`config.mk`:
```
export PLATFORM = sky130hd
export DESIGN_NAME = encryptfsm
export DESIGN_NICKNAME = d
export VERILOG_FILES = /design/src/rtl/encryptfsm.sv
export SDC_FILE = /design/constraint.sdc
export NUM_CORES = 1
export LEC_CHECK = 0
export BUFFER_PORTS_ARGS = -buffer_cell sky130_fd_sc_hd__clkbuf_2
export CORE_AREA = 2 2 39 41
export CTS_CLUSTER_SIZE = 25
export DETAILED_ROUTE_END_ITERATION = 10
export DIE_AREA = 0 0 41 43
export MAX_ROUTING_LAYER = met4
export SKIP_CTS_REPAIR_TIMING = 1
export SYNTH_ARGS = -nofsm -noshare
export SYNTH_HDL_FRONTEND = slang
export SYNTH_SLANG_ARGS = --single-unit
```
`constraint.sdc`:
```
create_clock -name clk -period 2 [get_ports clk]
set_input_delay 0.4 -clock clk [delete_from_list [all_inputs] [get_ports clk]]
set_output_delay 0.4 -clock clk [all_outputs]
set_load 0.05 [all_outputs]
```
`src/rtl/encryptfsm.sv`:
```
// AES-128 forward-direction control sequencer: initial AddRoundKey plus ten rounds, one per clock.
// Optional ENCRYPTFSM_B2B_EN lets a start in ROUND10 chain straight into the next block.
module encryptfsm (
  input  logic       clk,
  input  logic       rst,
  input  logic       staenc,
  output logic [1:0] keysel,
  output logic       rndkren,
  output logic [3:0] rconsel,
  output logic       sboxinsel,
  output logic       wrregen,
  output logic [1:0] keyadsel,
  output logic       mixsel,
  output logic       reginsel,
  output logic [3:0] enc_state,
  output logic       busy,
  output logic       done
);

  typedef enum logic [3:0] {
    IDLE            = 4'd0,
    INITIAL_KEY_ADD = 4'd1,
    ROUND1          = 4'd2,
    ROUND2          = 4'd3,
    ROUND3          = 4'd4,
    ROUND4          = 4'd5,
    ROUND5          = 4'd6,
    ROUND6          = 4'd7,
    ROUND7          = 4'd8,
    ROUND8          = 4'd9,
    ROUND9          = 4'd10,
    ROUND10         = 4'd11
  } state_t;

  state_t     state, state_nxt;
  logic       done_nxt;
  logic [3:0] code;

  assign code = state;

  always_ff @(posedge clk) begin
    if (rst) begin
      state <= IDLE;
      done  <= 1'b0;
    end else begin
      state <= state_nxt;
      done  <= done_nxt;
    end
  end

  always_comb begin
    state_nxt = IDLE;
    done_nxt  = 1'b0;
    case (state)
      IDLE:
        state_nxt = staenc ? INITIAL_KEY_ADD : IDLE;
      INITIAL_KEY_ADD, ROUND1, ROUND2, ROUND3, ROUND4,
      ROUND5, ROUND6, ROUND7, ROUND8, ROUND9:
        state_nxt = state_t'(code + 4'd1);
      ROUND10: begin
        done_nxt = 1'b1;
`ifdef ENCRYPTFSM_B2B_EN
        state_nxt = staenc ? INITIAL_KEY_ADD : IDLE;
`else
        state_nxt = IDLE;
`endif
      end
      default:
        state_nxt = IDLE; // codes 12..15 recover without a done pulse
    endcase
  end

  // Datapath decode; unlisted (illegal) codes fall through to the IDLE values.
  always_comb begin
    keysel   = 2'd0;
    rndkren  = 1'b0;
    rconsel  = 4'd0;
    wrregen  = 1'b0;
    keyadsel = 2'd0;
    reginsel = 1'b0;
    case (state)
      INITIAL_KEY_ADD: begin
        rndkren  = 1'b1;
        wrregen  = 1'b1;
        keyadsel = 2'd1;
      end
      ROUND1, ROUND2, ROUND3, ROUND4, ROUND5,
      ROUND6, ROUND7, ROUND8, ROUND9: begin
        keysel   = 2'd2;
        rndkren  = 1'b1;
        rconsel  = code - 4'd2;
        wrregen  = 1'b1;
        reginsel = 1'b1;
      end
      ROUND10: begin
        keysel   = 2'd2;
        rconsel  = 4'd9;
        wrregen  = 1'b1;
        keyadsel = 2'd2;
        reginsel = 1'b1;
      end
      default: ;
    endcase
  end

  assign sboxinsel = 1'b0;
  assign mixsel    = 1'b0;
  assign enc_state = code;
  assign busy      = (state != IDLE);

endmodule

```
==> metrics, run 1 <==
clock buffer depth=2; Multi-input gate area=369.1 um^2; Design Area, Final=749.5 um^2; die area=1763 um^2; Area Growth Syn to Fin=64.56%; WHS=409.9 ps; Max Cap Viol=0; CTS buffer count=3; GRT Overall Usage=12.37%; status=finished, violations left; Synth area leader=dfxtp_1; top cell type's share of synthesized area=21.98%; f_max=466.2 MHz; Slew Limit Fails=0; Yosys cell types=22; crit path kind=reg -> out; initial antenna violation count=0; IO Port Bufs=18; H-Tree Depth=1; worst path arrival time=1740 ps; ratio of cells with drive above 1 in the final layout=64.56%; commonest non-fill, non-tap cell in the layout=clkbuf_2; pwr/cell area=900.1 nW/um^2; Die Y=43 um; sequential area share after synthesis=21.98%; required time worst endpoint=1600 ps; Yosys Warn Count=0; routed vias/inst=4.316; first-pass detailed-route iteration total=2; failing checks=negative setup slack; Pleak=0.0003710 uW; WL final=941 um; Routed WL per cell=9.905 um; GPL Wtd Cong=0.6846; Ant. Diodes=0; most frequent cells in the layout=clkbuf_2 (10), buf_4 (9), buf_6 (7); CP Buf/Inv Count=1; clk slew on worst S/H paths=50 ps; Sink Count=5; CP delay by family, top=compound AO/OA/AOI/OAI gates; Worst VDD drop=0.4327 mV; vias in the first global route=335; worst skew pair latency=240 ps; Detail Route Antenna Nets=0; crit path launch type=flip-flop; Post-Syn Area=455.4 um^2; Place WS=-39.31 ps; final setup margin=-144.8 ps; Starting Density=32.91%; critical path fanouts, max=6; Syn Inst Count=53; skew final=4.004 ps; crit-path max cell delay=370 ps; largest net degree at the start of global routing=8; RSZ-0062 raised after global routing=true; Hold WC Path Type=in -> reg; Synth area leaders=dfxtp_1 (22%), ha_1 (16%), buf_4 (8.2%), a2111oi_4 (6.0%), inv_1 (4.9%); Starting DRT DRC Count=2; Final nets=89; DP Wirelength=764.1 um; CP Cell Sequence=ha_4 -> nor2b_1 -> o32a_1 -> o21ai_4 -> nand3_2 -> buf_6; min Tclk post-route=2145 ps; fill cell count=125; Crit-path slowest cell=dfxtp_4; r2r setup slk=480 ps; CTS tree=built; final hold vios=0; DR DRC count=0; Root Buffer=clkbuf_4; CP Capture Type=output port; final period utilization=107.2%; setup_tns=-873.7 ps; core area=1384 um^2; flops & latches, synth=5; row cnt=14; first-pass GRT wire length=1428 um; Reg area=110.1 um^2; die width=41 um; total power=674.6 uW; Post-DP Area=666.9 um^2; final global-route overflow total=0; DR vias=410; average cell area after synthesis=8.593 um^2; IO Count=22; final setup vio count=8
through the flow:
step                instances  utilization [%]
floorplan                  55                -
global placement           91            48.19
detailed placement         91            48.19
CTS                        95            50.09
global route               95            54.16
finish                     95            54.16
final timing paths:
| check | start | endpoint | cells past startpoint |
|---|---|---|---|
| max | enc_state[0]$_SDFF_PP0_ | wrregen | 6 |
| max reg2reg | enc_state[1]$_SDFF_PP0_ | enc_state[0]$_SDFF_PP0_ | 7 |
| min reg2reg | enc_state[0]$_SDFF_PP0_ | enc_state[0]$_SDFF_PP0_ | 2 |
| min | rst | enc_state[1]$_SDFF_PP0_ | 2 |
flip-flops by register name, summed over array words and instances (netlist names):
register   cells
done           1
enc_state      4
cell type report:
type                    instances  share of cell area, %
flip-flops and latches          5                  14.69
clock buffers                   4                  3.506
inverters                       6                  3.673
repair buffers                 26                  26.21
multi-input cells              38                  49.25
well taps                      16                  2.671
kinds of logic (layout without fill, tap and decap cells):
logic type	after synthesis	after routing	synth area share (%)
other cells	1	3	0.8234
flops	5	5	21.98
xor+xnor	3	3	5.770
simple gates	19	19	22.25
fa+ha+maj	6	6	16.48
buf+inv	12	36	15.66
compound gates	7	7	17.03
where the power goes:
group / leakage [uW] / total, uW / internal [uW] / switching [uW]
sequential: 0.0000430 / 126 / 110 / 16.3
clock: 0.0000150 / 116 / 75.4 / 41.0
combinational: 0.000313 / 432 / 156 / 276
per-layer routing:
metal	track usage, %	part of all wire, %	vias to the layer above
li1	-	-	220
met1	15.86	45	178
met2	16.56	51	10
met3	3.141	3.2	2
met4	8.000	1.1	0
met5	-	0	-
cell usage after synthesis:
library cell  count
buf_4             5
or2_4             1
nand3_1           2
nor3b_1           1
o21ai_2           1
conb_1            1
o32a_1            1
xor2_1            1
nor3_1            3
xnor2_1           2
a2111oi_4         1
ha_1              6
nand2_1           5
nand2b_1          1
dfxtp_1           5
nor2_1            4
o21ai_1           3
o32ai_2           1
buf_6             1
nand2b_4          1
nor2b_1           1
inv_1             6
Power figures use the tool's default switching activity.
==> inputs of run 2 (changes only) <==
--- a/config.mk
+++ b/config.mk
@@ -5,12 +5,15 @@
 export SDC_FILE = /design/constraint.sdc
 export NUM_CORES = 1
 export LEC_CHECK = 0
+export ABC_AREA = 1
 export BUFFER_PORTS_ARGS = -buffer_cell sky130_fd_sc_hd__clkbuf_2
-export CORE_AREA = 2 2 39 41
+export CELL_PAD_IN_SITES_DETAIL_PLACEMENT = 0
+export CELL_PAD_IN_SITES_GLOBAL_PLACEMENT = 1
+export CORE_UTILIZATION = 28
 export CTS_CLUSTER_SIZE = 25
 export DETAILED_ROUTE_END_ITERATION = 10
-export DIE_AREA = 0 0 41 43
 export MAX_ROUTING_LAYER = met4
+export PLACE_DENSITY_LB_ADDON = 0.1
 export SKIP_CTS_REPAIR_TIMING = 1
 export SYNTH_ARGS = -nofsm -noshare
 export SYNTH_HDL_FRONTEND = slang
==> metrics, run 2 <==
EDFF count, synth=0; most frequent cells in the layout=clkbuf_2 (11), nand2_1 (9), inv_1 (6), inv_2 (6), buf_4 (5); Critical Path Sink=reginsel; top cell type's share of synthesized area=22.60%; clock share of power=17.7%; most frequent cells after synthesis=inv_1 (11), nand2_1 (10), ha_1 (6); DR vias=421; Yosys cell types=18; met1 Use GR=13.28%; worst skew pair latency=230 ps; GRT Overall Usage=11.75%; pwr/cell area=883.9 nW/um^2; row cnt=13; CTS buffer count=3; Sink Count=5; Final nets=96; Starting Density=32.04%; skew final=0.1614 ps; total power=632.6 uW; Post-Syn Area=442.9 um^2; min Tclk post-route=1891 ps; Slew Limit Fails=0; IO Port Bufs=18; CP Capture Type=output port; crit path kind=reg -> out; Detail Route Antenna Nets=0; Pleak=0.0003887 uW; Die Y=41.77 um; met3 usage=2.609%; Max Cap Viol=0; final period utilization=94.54%; Starting DRT DRC Count=3; H-Tree Depth=1; die width=41.77 um; f_max=528.9 MHz; average cell area after synthesis=7.031 um^2; Post-synth ARST share=0%; final setup vio count=0; ratio of cells with drive above 1 in the final layout=62.79%; Comb pwr share=61.4%; non-filler cells, final=101; Sequential Power Share=20.9%; FF-to-FF path depth=8; Largest register FFs=4; NetSw=329.4 uW; final hold vios=0; met2 Use GR=18.44%; Area Growth Syn to Fin=61.58%; first-pass detailed-route iteration total=2; sw frac=52.07%; worst path arrival time=1490 ps; Root Buffer=clkbuf_4; most used routing layer=met2; Synth area leader=dfxtp_1; clock buffer depth=2; critical path fanouts, max=5; largest net degree at the start of global routing=7; Synth area leaders=dfxtp_1 (23%), ha_1 (17%), inv_1 (9.3%), buf_4 (8.5%), nand2_1 (8.5%); sequential area share after synthesis=22.60%; IO Count=22; hold wc startpoint=rst; WL final=876 um; clk slew on worst S/H paths=40 ps; R2R Path Start=enc_state[1]$_SDFF_PP0_; die area=1745 um^2; Ant. Diodes=0; r2r setup slk=800 ps; routed vias/inst=4.168; Hold WC Path Type=in -> reg; Yosys Warn Count=0; initial antenna violation count=0; status=complete, no violations; DR DRC count=0; flops & latches, synth=5; Critical R2R Capture=enc_state[0]$_SDFF_PP0_; Routed WL per cell=8.673 um; internal power=303.2 uW; final global-route overflow total=0; Placed Cells incl. Taps=94; Syn Inst Count=63; vias in the first global route=383; top-count cell post-synth=inv_1; commonest non-fill, non-tap cell in the layout=clkbuf_2; crit path launch type=flip-flop; CTS tree=built; core area=1383 um^2; most used flip-flop cell after synthesis=dfxtp_1; GPL Wtd Cong=0.7136; DP Wirelength=740.8 um; first-pass GRT wire length=1531 um; Worst VDD drop=0.4169 mV; CP startpoint=enc_state[0]$_SDFF_PP0_; required time worst endpoint=1600 ps
-- run 2: critical path, stage by stage, from the launching register on --
cell and delay (ps):
dfxtp_4 410, inv_6 60, ha_4 150, nand2_1 60
nand2_1 60, inv_2 80, nand2_4 60, nor2_4 110
clkinvlp_4 120, buf_6 160
-- run 2: cell families after synthesis --
group	count (synthesis)	synth area share (%)
adders and majority gates	6	16.95
DFF	5	22.60
and+or+nand+nor	26	30.23
buffers and inverters	20	21.19
AOI/OAI and AO/OA	2	2.260
xor gates and xnor gates	3	5.933
other	1	0.8466
-- run 2: power groups by stage --
| stage | clock, uW | combinational, uW | sequential, uW |
|---|---|---|---|
| 6_report | 112 | 388 | 132 |
| 3_5_place_dp | 0 | 327 | 124 |
| 4_1_cts | 117 | 327 | 122 |
| 3_3_place_gp | 0 | 327 | 124 |
| 5_1_grt | 130 | 413 | 134 |
| 2_1_floorplan | 0 | 255 | 146 |
-- run 2: cell type report --
type                            instances  area, um^2
Multi-Input combinational cell         40       339.1
Sequential cell                         5       110.1
Timing Repair Buffer                   22       153.9
Inverter                               15       67.56
Fill cell                             141       666.9
Clock buffer                            4       26.28
Tap cell                               15       18.77
-- run 2: metrics by stage --
stage / utilization [%] / setup TNS (ps) / worst slack, ps / hold WS (ps) / cell area, um^2
5_1_grt: 51.76 / -2.226 / -2.226 / 360.0 / 715.7
6_report: 51.76 / 0 / 109.2 / 362.8 / 715.7
2_1_floorplan: - / 0 / 7.518 / 462.4 / 494.2
4_1_cts: 42.81 / -226.8 / -79.98 / 359.6 / 591.8
3_5_place_dp: 40.91 / 0 / 176.3 / 592.8 / 565.5
3_3_place_gp: 40.91 / 0 / 181.9 / 592.9 / 565.5
-- run 2: worst min-delay path by stage --
stage / end / slack, ps / depth (start not counted)
6_report: enc_state[1]$_SDFF_PP0_ / 360 / 2
5_1_grt: enc_state[1]$_SDFF_PP0_ / 360 / 2
4_1_cts: enc_state[1]$_SDFF_PP0_ / 360 / 2
3_5_place_dp: enc_state[0]$_SDFF_PP0_ / 590 / 3
3_3_place_gp: enc_state[0]$_SDFF_PP0_ / 590 / 3
2_1_floorplan: enc_state[1]$_SDFF_PP0_ / 460 / 1
-- run 2: per-layer routing --
layer,vias up,share of wire [%]
met3,0,3.3
met1,182,44
met4,0,0
met2,12,53
met5,-,0
li1,227,-
